### config.mk
export PLATFORM = sky130hd
export DESIGN_NAME = seven_seg_capture
export DESIGN_NICKNAME = d
export VERILOG_FILES = /design/src/rtl/seven_seg_capture.sv
export SDC_FILE = /design/constraint.sdc
export NUM_CORES = 1
export LEC_CHECK = 0
export BUFFER_PORTS_ARGS = -buffer_cell sky130_fd_sc_hd__buf_2
export CAP_MARGIN = 10
export CORE_ASPECT_RATIO = 1.1
export CORE_UTILIZATION = 51
export CTS_CLUSTER_SIZE = 30
export DETAILED_ROUTE_END_ITERATION = 8
export PLACE_DENSITY_LB_ADDON = 0.3
export SLEW_MARGIN = 0
export SYNTH_ARGS = -nofsm -noshare
export SYNTH_HDL_FRONTEND = slang
export SYNTH_SLANG_ARGS = --single-unit
### constraint.sdc
create_clock -name i_clk -period 2.3 [get_ports i_clk]
set_clock_uncertainty 0.15 [all_clocks]
set_input_delay 0.23 -clock i_clk [delete_from_list [all_inputs] [get_ports i_clk]]
set_output_delay 0.23 -clock i_clk [all_outputs]
set_load 0.005 [all_outputs]
### src/rtl/seven_seg_capture.sv
// Seven-segment display snooper: watches a multiplexed common-anode display
// bus, waits for each digit to settle, decodes it and tracks complete frames.
module seven_seg_capture #(
  parameter int unsigned STABLE_CYCLES  = 4,
  parameter int unsigned TIMEOUT_CYCLES = 400000
) (
  input  logic       i_clk,
  input  logic       i_reset_n,
  input  logic [3:0] i_an,
  input  logic [7:0] i_segment,
  output logic [3:0] o_digit3,
  output logic [3:0] o_digit2,
  output logic [3:0] o_digit1,
  output logic [3:0] o_digit0,
  output logic [3:0] o_dp,
  output logic [3:0] o_blank,
  output logic [3:0] o_err,
  output logic       o_frame,
  output logic       o_an_err,
  output logic       o_timeout
);

  localparam int unsigned TmoW       = $clog2(TIMEOUT_CYCLES + 1);
  localparam logic [7:0]  StableLast = 8'(STABLE_CYCLES - 1);
  localparam logic [TmoW-1:0] TmoMax = TmoW'(TIMEOUT_CYCLES);

  typedef enum logic [1:0] {StIdle, StSettle, StHold} state_e;

  logic [3:0] an_s1_q, an_q, an_prev_q;
  logic [7:0] seg_s1_q, seg_q, seg_prev_q;
  state_e     state_q, state_d;
  logic [7:0] cnt_q, cnt_d;
  logic [TmoW-1:0] tmo_q, tmo_d;
  logic [3:0] mask_q, mask_d, mask_set;
  logic [3:0][3:0] digit_q, digit_d;
  logic [3:0] dp_q, dp_d, blank_q, blank_d, err_q, err_d;
  logic       frame_q, frame_d, an_err_q, an_err_d;
  logic       capture, multi;
  logic       changed, idle_an, one_hot;
  logic [3:0] an_low;
  logic [3:0] dec_val;
  logic       dec_blank, dec_err;

  // Two-flop synchronizer plus a one-cycle history for change detection.
  always_ff @(posedge i_clk or negedge i_reset_n) begin
    if (!i_reset_n) begin
      an_s1_q    <= 4'hF;
      an_q       <= 4'hF;
      an_prev_q  <= 4'hF;
      seg_s1_q   <= 8'hFF;
      seg_q      <= 8'hFF;
      seg_prev_q <= 8'hFF;
    end else begin
      an_s1_q    <= i_an;
      an_q       <= an_s1_q;
      an_prev_q  <= an_q;
      seg_s1_q   <= i_segment;
      seg_q      <= seg_s1_q;
      seg_prev_q <= seg_q;
    end
  end

  assign changed = {an_q, seg_q} != {an_prev_q, seg_prev_q};
  assign idle_an = an_q == 4'hF;
  assign an_low  = ~an_q;
  // Only meaningful when at least one anode is low (never in IDLE).
  assign one_hot = (an_low & (an_low - 4'd1)) == 4'd0;

  // Active-low {g..a} pattern to hex value; 7F is a blanked digit.
  always_comb begin
    dec_val   = 4'd0;
    dec_blank = 1'b0;
    dec_err   = 1'b0;
    unique case (seg_q[6:0])
      7'h40: dec_val = 4'h0;
      7'h79: dec_val = 4'h1;
      7'h24: dec_val = 4'h2;
      7'h30: dec_val = 4'h3;
      7'h19: dec_val = 4'h4;
      7'h12: dec_val = 4'h5;
      7'h02: dec_val = 4'h6;
      7'h78: dec_val = 4'h7;
      7'h00: dec_val = 4'h8;
      7'h10: dec_val = 4'h9;
      7'h08: dec_val = 4'hA;
      7'h03: dec_val = 4'hB;
      7'h46: dec_val = 4'hC;
      7'h21: dec_val = 4'hD;
      7'h06: dec_val = 4'hE;
      7'h0E: dec_val = 4'hF;
      7'h7F: dec_blank = 1'b1;
      default: dec_err = 1'b1;
    endcase
  end

  // Settle/hold FSM: a digit is taken once per stable display period.
  always_comb begin
    state_d = state_q;
    cnt_d   = cnt_q;
    capture = 1'b0;
    multi   = 1'b0;
    unique case (state_q)
      StIdle: begin
        if (!idle_an) begin
          state_d = StSettle;
          cnt_d   = 8'd0;
        end
      end
      StSettle: begin
        if (idle_an) begin
          state_d = StIdle;
          cnt_d   = 8'd0;
        end else if (changed) begin
          cnt_d = 8'd0;
        end else if (cnt_q == StableLast) begin
          cnt_d   = 8'd0;
          state_d = StHold;
          capture = one_hot;
          multi   = !one_hot;
        end else begin
          cnt_d = cnt_q + 8'd1;
        end
      end
      StHold: begin
        if (changed) begin
          cnt_d   = 8'd0;
          state_d = idle_an ? StIdle : StSettle;
        end
      end
      default: begin
        state_d = StIdle;
        cnt_d   = 8'd0;
      end
    endcase
  end

  // Capture path: per-digit outputs, seen mask, frame and timeout tracking.
  always_comb begin
    digit_d  = digit_q;
    dp_d     = dp_q;
    blank_d  = blank_q;
    err_d    = err_q;
    mask_set = mask_q;
    mask_d   = mask_q;
    frame_d  = 1'b0;
    an_err_d = multi;
    tmo_d    = tmo_q;
    if (capture) begin
      for (int i = 0; i < 4; i++) begin
        if (an_low[i]) begin
          digit_d[i] = dec_val;
          dp_d[i]    = ~seg_q[7];
          blank_d[i] = dec_blank;
          err_d[i]   = dec_err;
        end
      end
      mask_set = mask_q | an_low;
      if (mask_set == 4'hF) begin
        frame_d = 1'b1;
        mask_d  = 4'h0;
      end else begin
        mask_d = mask_set;
      end
      tmo_d = '0;
    end else if (tmo_q != TmoMax) begin
      tmo_d = tmo_q + 1'b1;
    end
  end

  // State and output registers.
  always_ff @(posedge i_clk or negedge i_reset_n) begin
    if (!i_reset_n) begin
      state_q  <= StIdle;
      cnt_q    <= 8'd0;
      tmo_q    <= '0;
      mask_q   <= 4'h0;
      digit_q  <= '0;
      dp_q     <= 4'h0;
      blank_q  <= 4'hF;
      err_q    <= 4'h0;
      frame_q  <= 1'b0;
      an_err_q <= 1'b0;
    end else begin
      state_q  <= state_d;
      cnt_q    <= cnt_d;
      tmo_q    <= tmo_d;
      mask_q   <= mask_d;
      digit_q  <= digit_d;
      dp_q     <= dp_d;
      blank_q  <= blank_d;
      err_q    <= err_d;
      frame_q  <= frame_d;
      an_err_q <= an_err_d;
    end
  end

  assign o_digit0  = digit_q[0];
  assign o_digit1  = digit_q[1];
  assign o_digit2  = digit_q[2];
  assign o_digit3  = digit_q[3];
  assign o_dp      = dp_q;
  assign o_blank   = blank_q;
  assign o_err     = err_q;
  assign o_frame   = frame_q;
  assign o_an_err  = an_err_q;
  assign o_timeout = tmo_q == TmoMax;

endmodule

# == After elaboration in Yosys (flattened, before gate mapping) ==
# Index checks and enable logic that the tools add are counted.
# word_totals
reg_bits,99
out_inout_bits,31
# op_classes
addsub,3
n_eq_ne,28
n_mux,29
n_bitwise,4
n_reduce_logical,12
# op_table
cell,count
case mux 4 bit (15 select lines),1
2-to-1 mux 8 bit,5
2-to-1 mux 19 bit,2
"equality test 7 bit, second input constant",5
case mux 8 bit (3 select lines),1
"equality test 7 x 5 -> 1 bit, second input constant",3
"equality test 7 x 6 -> 1 bit, second input constant",3
"adder 19 x 1 -> 19 bit, second input constant",1
"equality test 19 bit, second input constant",1
"inequality test 19 bit, second input constant",1
OR reduction 17 bit,1
"equality test 7 x 2 -> 1 bit, second input constant",2
"equality test 7 x 4 -> 1 bit, second input constant",2
2-to-1 mux 1 bit,13
inequality test 12 bit,1
2-to-1 mux 2 bit,5
AND reduction 2 bit,5
"adder 8 x 1 -> 8 bit, second input constant",1
"equality test 4 bit, second input constant",2
"equality test 8 x 2 -> 1 bit, second input constant",1
"equality test 7 x 3 -> 1 bit, second input constant",1
zero test 7 bit,1
"inequality test 3 bit, second input constant",2
case mux 2 bit (3 select lines),1
14 further kinds,15

# == Logic depth before layout (Yosys ltp) ==
# logic_depth
ltp_word,9
mapped_depth,7

# == Least setup slack after synthesis ==
# OpenSTA, ideal clock, no wires.
# synth_timing
kind,flip-flop to flip-flop
start,reg an_q[0]
end,reg digit_q (netlist bit o_digit3[1])
setup_time_ps,125
arrival_ps,2107
t_required_ps,2025
slack_ps,-82
stages_incl_launch_ff,7
path_buffers,1
cell_sequence,dfstp_2 -> buf_2 -> xor2_1 -> nor4_4 -> nand4_4 -> nor4_4 -> mux2_2
# synth_between
elab_chain_cells,9
elab_cells_between_ends,11
# synth_rtl
item,line,source
start: declaration,29,"logic [3:0] an_s1_q, an_q, an_prev_q;"
start signal: assignment,55,an_q <= an_s1_q;
NOT 4 bit,65,assign an_low = ~an_q;
subtractor 4 x 1 -> 4 bit,67,assign one_hot = (an_low & (an_low - 4'd1)) == 4'd0;
AND 4 bit,67,
zero test 4 bit,67,
2-to-1 mux 1 bit,115,end else if (cnt_q == StableLast) begin
2-to-1 mux 1 bit,113,end else if (changed) begin
2-to-1 mux 1 bit *,110,if (idle_an) begin
2-to-1 mux 1 bit *,102,unique case (state_q)
AND reduction 2 bit (no line) *,--,
end signal: assignment,188,digit_q <= digit_d;
end: declaration,35,"logic [3:0][3:0] digit_q, digit_d;"
# Mark *: on every way between the ends. The rest lies on a longest branch, timed or not.
# A chain may end at the register's enable or synchronous reset.

# == Worst setup path after layout ==
# layout_timing
start,reg seg_q[1]
end,reg digit_q (netlist bit o_digit0[2])
# layout_between
elab_chain_cells,5
elab_cells_between_ends,21
# layout_rtl
item,line,source
start: declaration,30,"logic [7:0] seg_s1_q, seg_q, seg_prev_q;"
start signal: assignment,58,seg_q <= seg_s1_q;
inequality test 12 bit,63,"assign changed = {an_q, seg_q} != {an_prev_q, seg_prev_q};"
2-to-1 mux 1 bit,113,
2-to-1 mux 1 bit,110,
2-to-1 mux 1 bit,102,
AND reduction 2 bit (no line),--,
# Several ways; a longest one is shown, not always the timed one.

==> results_dict.tcl <==
set metrics [dict create \
    outcome "finished with violations" \
    violations "negative setup slack" \
    critPathRequiredTime_ps 2380 \
    worstReg2RegStart "seg_q[1]$_DFF_PN1_" \
    tightest_slew_ps 540 \
    nets 460 \
    syn_avg_cell_area_um2 12.4 \
    grt_pass1_vias 3074 \
    leakage_nw 2.46 \
    arrival_ps 2400 \
    netlist.area_leader.share_pct 33.9 \
    cts_buffers 9 \
    reg2reg_depth 6 \
    netlist_instances 352 \
    n_antenna_cell 0 \
    postSynth.asyncResetShare_pct 100 \
    finalCriticalPeriod_ps 2320 \
    drv_cap 0 \
    ir_worst_vdd_uv 466 \
    drt_iter0_markers 182 \
    synth-edff-count 0 \
    synth_area_leaders "dfrtp_1 (34%), dfstp_2 (24%), mux2_2 (5.7%)" \
    insertion_delay_ps 350 \
    chipWidth_um 90.1 \
    grt_max_degree 69 \
    syn_to_final_growth_pct 22.5 \
    hp-class "input pin to async pin" \
    drv_slew 0 \
    power_mw 3.14 \
    start_util_pct 52.3 \
    timing.final.crit_share_pct 101 \
    synth_area_um2 4360 \
    fin_cells 559 \
    rows 35 \
    final_cell_mix "dfrtp_1 (59), buf_2 (43), dfstp_2 (40), nor2_1 (30), buf_4 (29)" \
    via_per_inst 5.47 \
    end_kind "register" \
    synth_flop_cell "dfrtp_1" \
    cts-root-buf "clkbuf_8" \
    gp_congestion 0.810 \
    ant_nets 0 \
    ff2ff_setup_slack_ps -20 \
    final_util_pct 64.1 \
    gr-usage-all-layers_pct 21.7 \
    grt_overflow 0 \
    rr_endpoint "o_digit0[2]$_DFFE_PN0P_" \
    hpwl_um 6120 \
    io_pins 45 \
    cts-htree-levels 3 \
    wirelength_um 9270 \
    yosysTopAreaCell "dfrtp_1" \
    ys_seq_area_share_pct 58.0 \
    synth-warning-count 0 \
    die_h_um 98.9 \
    cts_tree "built" \
    drive_gt1_share_pct 39.1 \
    dp_cells 524 \
    synth.net_count 369 \
    drc 0 \
    n_fill_cell 628 \
    setup_tns_ps -31.9 \
    relSlewSlack_pct 63.8 \
    fmax_ghz 0.432 \
    cts_sinks 99 \
    critical_path_class "register to register" \
    vias 3058 \
    rsz0062_at_grt "yes" \
    cts_buffer_depth 2 \
    grt_pass1_wl_um 15100 \
    die_area_um2 8910 \
    final_common_cell "dfrtp_1" \
    antenna_found_initial 0 \
    start_kind "register" \
    setup_slack_ps -15.7 \
    place.port_buffers 44 \
    first_pass_iters 5 \
    path_clk_slew_ps 90 \
    finalHoldViolCount 0 \
    ys_types 57 \
    post_drt_wl_per_cell_um 16.6 \
    startpoint "seg_q[1]$_DFF_PN1_" \
    coreArea_um2 8320 \
    setup-violations-final 4 \
    power_density_nw_per_um2 588 \
    cp_max_fo 8 \
    ys_ff_latch 99 \
]
-- Yosys cell counts (3+ instances only) --
library cell  number
dfrtp_1           59
nand4_1            8
nand3_1           16
o21a_1             3
mux2_2            22
nor4_4             6
and4_1             4
o211ai_1           4
nand3b_1           3
clkbuf_1           7
nor3_1             7
xor2_1            25
nand2_1           10
o22ai_1            3
inv_1             19
nor2_1            30
xnor2_1            8
ha_1               3
o21ai_0            9
buf_2              4
dfstp_2           40
and2_1             3
mux2i_1            6
nor4_1             6
and3_1             5
-- cell type report --
| class | instances | area [um2] | area share [%] |
|---|---|---|---|
| inverter | 19 | 71.3 | 1.34 |
| multi-input combinational | 222 | 1740 | 32.7 |
| clock inverter | 4 | 50.0 | 0.938 |
| clock buffer | 12 | 145 | 2.72 |
| sequential | 99 | 2530 | 47.4 |
| timing repair buffer | 92 | 659 | 12.4 |
| tap | 111 | 139 | 2.60 |
-- critical path, cell delays in order, from the launching register on --
cell     delay [ps]
dfstp_2         600
xor2_1          110
nor4_4          350
nand4_4         230
nor4_4          220
buf_6           190
mux2_2          340
-- registers in the layout, indices dropped and copies added (netlist names), 2 cells and up --
signal      cells
o_digit2        4
tmo_q          19
mask_q          4
o_blank         4
an_s1_q         4
o_digit3        4
cnt_q           8
o_digit1        4
an_q            4
seg_s1_q        8
seg_q           8
o_dp            4
seg_prev_q      8
o_err           4
state_q         2
an_prev_q       4
o_digit0        4
-- power by group --
part | total, mW | internal, mW | switching (mW)
logic | 0.203 | 0.0827 | 0.121
registers | 1.82 | 1.80 | 0.0229
clock network | 1.12 | 0.533 | 0.583
total | 3.14 | 2.41 | 0.726
-- worst max-delay path by stage --
| stage | end | depth (start not counted) |
|---|---|---|
| floorplan | o_digit3[1]$_DFFE_PN0P_ | 6 |
| global placement | o_err[0]$_DFFE_PN0P_ | 6 |
| detailed placement | o_err[2]$_DFFE_PN0P_ | 6 |
| CTS | o_err[2]$_DFFE_PN0P_ | 6 |
| global route | o_digit0[3]$_DFFE_PN0P_ | 6 |
| finish | o_digit0[2]$_DFFE_PN0P_ | 6 |
-- metrics by stage --
step,setup slack (ps),area [um2],hold slack [ps]
2_1_floorplan,-20.0,4370,-216
3_3_place_gp,-69.5,4920,50.0
3_5_place_dp,-71.0,4920,58.2
4_1_cts,2.01,5280,205
5_1_grt,-124,5340,212
6_report,-15.7,5340,207
-- repair_timing --
action / CTS / global route
hold endpoints to repair: 43 / 0
gates cloned: 0 / 0
setup endpoints to repair: 19 / 25
buffers inserted: 3 / 3
pin swaps: 3 / 2
gates resized for setup: 3 / 8
hold buffers: 13 / 0
-- layer usage --
layer | track usage, % | vias to the layer above | routed length, um
li1 | - | 1418 | -
met1 | 28.3 | 1526 | 4130
met2 | 35.6 | 99 | 4460
met3 | 4.78 | 15 | 512
met4 | 8.19 | 0 | 155
met5 | 0 | - | 0
-- cell families after synthesis --
group / count (synthesis) / share of synthesized area, %
simple gates: 121 / 18.2
flops: 99 / 58.0
compound gates: 34 / 5.63
xor+xnor: 33 / 6.64
buf+inv: 31 / 2.79
mux: 30 / 7.58
fa+ha+maj: 4 / 1.09
Power figures use the tool's default switching activity.
